`src/rtl/keypad_debounce.sv`:
```
// keypad_debounce: debounces the 5-bit keypad scanner code.
// It emits one key_valid pulse per physical press.
// It keeps the last two accepted keys for the dual seven-segment display.
// Code convention: bit4 set means "no key", otherwise [3:0] is the key value.
module keypad_debounce #(
  parameter int DEBOUNCE_CYCLES = 240000
) (
  input  logic       clk,
  input  logic       reset,
  input  logic [4:0] button,
  output logic       key_valid,
  output logic [3:0] digit_new,
  output logic [3:0] digit_old,
  output logic       held
);

  // The counter only ever needs to reach DEBOUNCE_CYCLES-1.
  localparam int CW = $clog2(DEBOUNCE_CYCLES);
  localparam logic [CW-1:0] CNT_LAST = CW'(DEBOUNCE_CYCLES - 1);
  localparam logic [CW-1:0] CNT_ZERO = CW'(0);
  localparam logic [CW-1:0] CNT_ONE  = CW'(1);

  typedef enum logic [1:0] {
    ST_IDLE    = 2'd0,
    ST_CHECK   = 2'd1,
    ST_PRESSED = 2'd2,
    ST_RELEASE = 2'd3
  } state_t;

  state_t        state_r;
  logic [CW-1:0] cnt_r;
  logic [3:0]    cand_r;
  logic          key_valid_r;
  logic [3:0]    digit_new_r;
  logic [3:0]    digit_old_r;
  logic          held_r;

  logic          valid_s;
  logic          match_s;
  logic          cnt_last_s;

  // Decode the current sample against the candidate key and the counter limit.
  always_comb begin
    valid_s    = 1'b0;
    match_s    = 1'b0;
    cnt_last_s = 1'b0;
    if (button[4] == 1'b0) begin
      valid_s = 1'b1;
    end else begin
      valid_s = 1'b0;
    end
    if (button == {1'b0, cand_r}) begin
      match_s = 1'b1;
    end else begin
      match_s = 1'b0;
    end
    if (cnt_r == CNT_LAST) begin
      cnt_last_s = 1'b1;
    end else begin
      cnt_last_s = 1'b0;
    end
  end

  // Debounce FSM. Every output is a register that updates on the same edge as the state.
  always_ff @(posedge clk) begin
    if (reset == 1'b0) begin
      state_r     <= ST_IDLE;
      cnt_r       <= CNT_ZERO;
      cand_r      <= 4'h0;
      key_valid_r <= 1'b0;
      digit_new_r <= 4'h0;
      digit_old_r <= 4'h0;
      held_r      <= 1'b0;
    end else begin
      // key_valid is a single-cycle strobe and only the acceptance arm raises it.
      key_valid_r <= 1'b0;
      case (state_r)
        ST_IDLE: begin
          if (valid_s) begin
            cand_r  <= button[3:0];
            cnt_r   <= CNT_ZERO;
            state_r <= ST_CHECK;
          end
        end

        ST_CHECK: begin
          if (match_s) begin
            if (cnt_last_s) begin
              // DEBOUNCE_CYCLES+1 matching samples seen: accept the key.
              state_r     <= ST_PRESSED;
              key_valid_r <= 1'b1;
              digit_old_r <= digit_new_r;
              digit_new_r <= cand_r;
              held_r      <= 1'b1;
            end else begin
              cnt_r <= cnt_r + CNT_ONE;
            end
          end else begin
            // A different key or no key means a bounce, so start over without a pulse.
            cnt_r   <= CNT_ZERO;
            state_r <= ST_IDLE;
          end
        end

        ST_PRESSED: begin
          // Any valid code keeps the press alive. A second key pressed while one is held is ignored.
          if (!valid_s) begin
            cnt_r   <= CNT_ZERO;
            state_r <= ST_RELEASE;
          end
        end

        ST_RELEASE: begin
          if (valid_s) begin
            // A valid code here is release bounce: return to PRESSED without a new pulse.
            cnt_r   <= CNT_ZERO;
            state_r <= ST_PRESSED;
          end else if (cnt_last_s) begin
            state_r <= ST_IDLE;
            held_r  <= 1'b0;
          end else begin
            cnt_r <= cnt_r + CNT_ONE;
          end
        end

        default: begin
          state_r <= ST_IDLE;
          cnt_r   <= CNT_ZERO;
          held_r  <= 1'b0;
        end
      endcase
    end
  end

  assign key_valid = key_valid_r;
  assign digit_new = digit_new_r;
  assign digit_old = digit_old_r;
  assign held      = held_r;

endmodule

```
`config.mk`:
```
export PLATFORM = sky130hd
export DESIGN_NAME = keypad_debounce
export DESIGN_NICKNAME = d
export VERILOG_FILES = /design/src/rtl/keypad_debounce.sv
export SDC_FILE = /design/constraint.sdc
export NUM_CORES = 1
export LEC_CHECK = 0
export CORE_MARGIN = 4
export CORE_UTILIZATION = 60
export CTS_CLUSTER_DIAMETER = 200
export DETAILED_ROUTE_END_ITERATION = 8
export GPL_ROUTABILITY_DRIVEN = 0
export PLACE_DENSITY = 0.91
export SLEW_MARGIN = 20
export SYNTH_ARGS = -nofsm -noshare
export SYNTH_HDL_FRONTEND = slang
export SYNTH_SLANG_ARGS = --single-unit
```
`constraint.sdc`:
```
create_clock -name clk -period 2.7 [get_ports clk]
set_input_delay 0.27 -clock clk [delete_from_list [all_inputs] [get_ports clk]]
set_output_delay 0.27 -clock clk [all_outputs]
set_load 0.02 [all_outputs]
```
==> flow_metrics.tcl <==
set metrics [dict create \
    outcome "complete, no violations" \
    start_kind "register" \
    holdPathStages 1 \
    wl_per_cell_um 16.3 \
    grt_first_pass_wirelength_mm 6.86 \
    num_rows 19 \
    vias 1583 \
    dieArea_um2 3880 \
    postLayoutCoreUtil_pct 71.9 \
    clk_pin_slew_worst_paths_ps 100 \
    p_total_uw 926 \
    stdcell_area_um2 2000 \
    skew_ps 5.44 \
    critPathCaptureType "register" \
    yosys_warnings 0 \
    crit_type "reg -> reg" \
    synth_async_sr_flop_share_pct 0 \
    vias_per_cell 6.49 \
    post-place-ws_ps 536 \
    synth_seq_cells 34 \
    reg2reg_to "cnt_r[7]$_SDFFE_PN0P_" \
    rrSetupSlack_ps 620 \
    switchingPower_uw 209 \
    synth_top_area_cell "dfxtp_1" \
    final_max_slew_viol_count 0 \
    seq_area_frac_synth_pct 38.5 \
    synthFlopType "dfxtp_1" \
    timing.rr.start "cnt_r[0]$_SDFFE_PN0P_" \
    comb_power_share_pct 6.6 \
    wirelength_mm 3.97 \
    dp.cells 236 \
    p_clk_share_pct 37.4 \
    seqPwrFrac_pct 56.0 \
    slew_headroom_pct 50.2 \
    cts_root_buffer "clkbuf_4" \
    worstMarginPinSlew_ps 741 \
    synth_top_cells_by_count "dfxtp_1, a21oi_1, mux2i_1, nor2b_1" \
    reg2reg_depth 6 \
    port_buffers 16 \
    initial_core_util_pct 63.6 \
    n_antenna_cell 0 \
    cp_max_fo 7 \
    leakagePower_nw 0.742 \
    syn_inst 199 \
    cp.required_ps 2940 \
    cts_setup_buffers 0 \
    grt_max_degree 21 \
    peakVddDrop_v 0.000439 \
    first_iter_violations 126 \
    holdCritPathClass "reg -> reg" \
    tns_ps 0 \
    holdCritStartpoint "cnt_r[16]$_SDFFE_PN0P_" \
    swShare_pct 22.6 \
    htree_levels 2 \
    first_pass_iters 4 \
    numClockSinks 34 \
    antenna_found_initial 0 \
    layout-drive-gt1-share_pct 8.45 \
    cts_tree "yes" \
    drv_cap 0 \
    timing.hold.ws_ps 484 \
    drc 0 \
    placeableCoreArea_um2 2780 \
    die_h_um 62.3 \
    synth_area_leaders "dfxtp_1, mux2i_1, nor2b_1" \
    avgSynthCellArea_um2 8.89 \
    period_minus_slack_ps 2080 \
    first_global_vias 1455 \
    finalSetupViolCount 0 \
    placed_area_um2 1920 \
    syn-num-nets 207 \
    synth_edf_count 0 \
    p_int_uw 716 \
    power.density_nw_per_um2 463 \
    cts_resized 0 \
    post-route-period-util_pct 77.1 \
    grt_usage_pct 21.4 \
    numCtsBuffers 5 \
    ctsHoldBuffers 0 \
    rsz0062_at_grt "no" \
    synth_most_common_cell "dfxtp_1" \
    hold_end "cnt_r[16]$_SDFFE_PN0P_" \
    globalRouteOverflowTotal 0 \
    die_width_um 62.3 \
    max_freq_ghz 0.480 \
    hold_violations 0 \
    clk_path_buf_depth 2 \
    critPathArrivalTime_ps 2320 \
    finalWorstSetupSlack_ps 617 \
    syn2layout_area_growth_pct 13.0 \
    synthDistinctLibCells 44 \
    ant_nets 0 \
    ios 17 \
    synth_area_um2 1770 \
    dpl.hpwl_mm 2.79 \
    stdcell_count 244 \
    fin_nets 220 \
    synth_top_area_share_pct 38.5 \
    clk_latency_ps 340 \
]
-- registers in the layout, summed over array words and instances (netlist names) --
| register | cells |
|---|---|
| cand_r | 4 |
| cnt_r | 18 |
| digit_new | 4 |
| digit_old | 4 |
| held | 1 |
| key_valid | 1 |
| state_r | 2 |
-- cells in the final DEF (no fill, tap or decap), drive strengths merged, types with 3 or more instances in the layout --
master	n
nand2	13
clkdlybuf4s50	16
and3	7
a21oi	15
and4	3
a31oi	8
clkbuf	8
nor2	13
nand3	9
and2	4
a21o	4
xnor2	4
nor3	3
dfxtp	34
mux2i	15
nand4	7
buf	3
nor2b	14
o21ai	6
-- power groups by stage --
stage / Combinational [mW] / Sequential (mW) / Clock [mW]
3_5_place_dp: 0.0602 / 0.530 / 0
3_3_place_gp: 0.0583 / 0.529 / 0
5_1_grt: 0.0677 / 0.520 / 0.374
6_report: 0.0611 / 0.518 / 0.347
2_1_floorplan: 0.0426 / 0.528 / 0
4_1_cts: 0.0612 / 0.518 / 0.351
-- area by class of cell --
| type | instances | area, um^2 |
|---|---|---|
| Timing Repair Buffer | 19 | 183 |
| Inverter | 2 | 7.51 |
| Clock buffer | 8 | 78.8 |
| Fill cell | 218 | 782 |
| Sequential cell | 34 | 681 |
| Tap cell | 31 | 38.8 |
| Multi-Input combinational cell | 150 | 1010 |
-- metal layers --
layer | vias to the layer above | wire length, um | GRT usage (%)
met5 | - | 0 | 0
met4 | 0 | 69 | 8.22
met1 | 760 | 1630 | 26.9
li1 | 758 | - | -
met2 | 57 | 2030 | 34.8
met3 | 8 | 235 | 5.77
-- worst max-delay path: stages, from the launching register on --
cell and delay, ps:
dfxtp_1 420, ha_1 250, and3_1 240, nand2_1 140, or2_0 400, and2_4 240, a221o_1 290
-- worst max-delay path by stage --
stage | endpoint | startpoint | depth (start not counted) | slack [ps]
5_1_grt | digit_old[1]$_SDFFE_PN0P_ | cnt_r[0]$_SDFFE_PN0P_ | 7 | 490
4_1_cts | digit_old[2]$_SDFFE_PN0P_ | cnt_r[0]$_SDFFE_PN0P_ | 7 | 660
3_3_place_gp | cnt_r[5]$_SDFFE_PN0P_ | button[4] | 6 | 560
6_report | cnt_r[7]$_SDFFE_PN0P_ | cnt_r[0]$_SDFFE_PN0P_ | 6 | 620
3_5_place_dp | cnt_r[5]$_SDFFE_PN0P_ | button[4] | 6 | 540
2_1_floorplan | cnt_r[7]$_SDFFE_PN0P_ | cnt_r[0]$_SDFFE_PN0P_ | 7 | 940
-- cell families after synthesis --
logic type | after synthesis | share of synthesized area, %
fa+ha+maj | 1 | 0.707
simple gates | 85 | 28.8
buf+inv | 15 | 4.74
mux | 15 | 8.49
xor+xnor | 5 | 2.48
flops | 34 | 38.5
compound gates | 44 | 16.3
No activity file was read; power rests on OpenSTA's default activity.
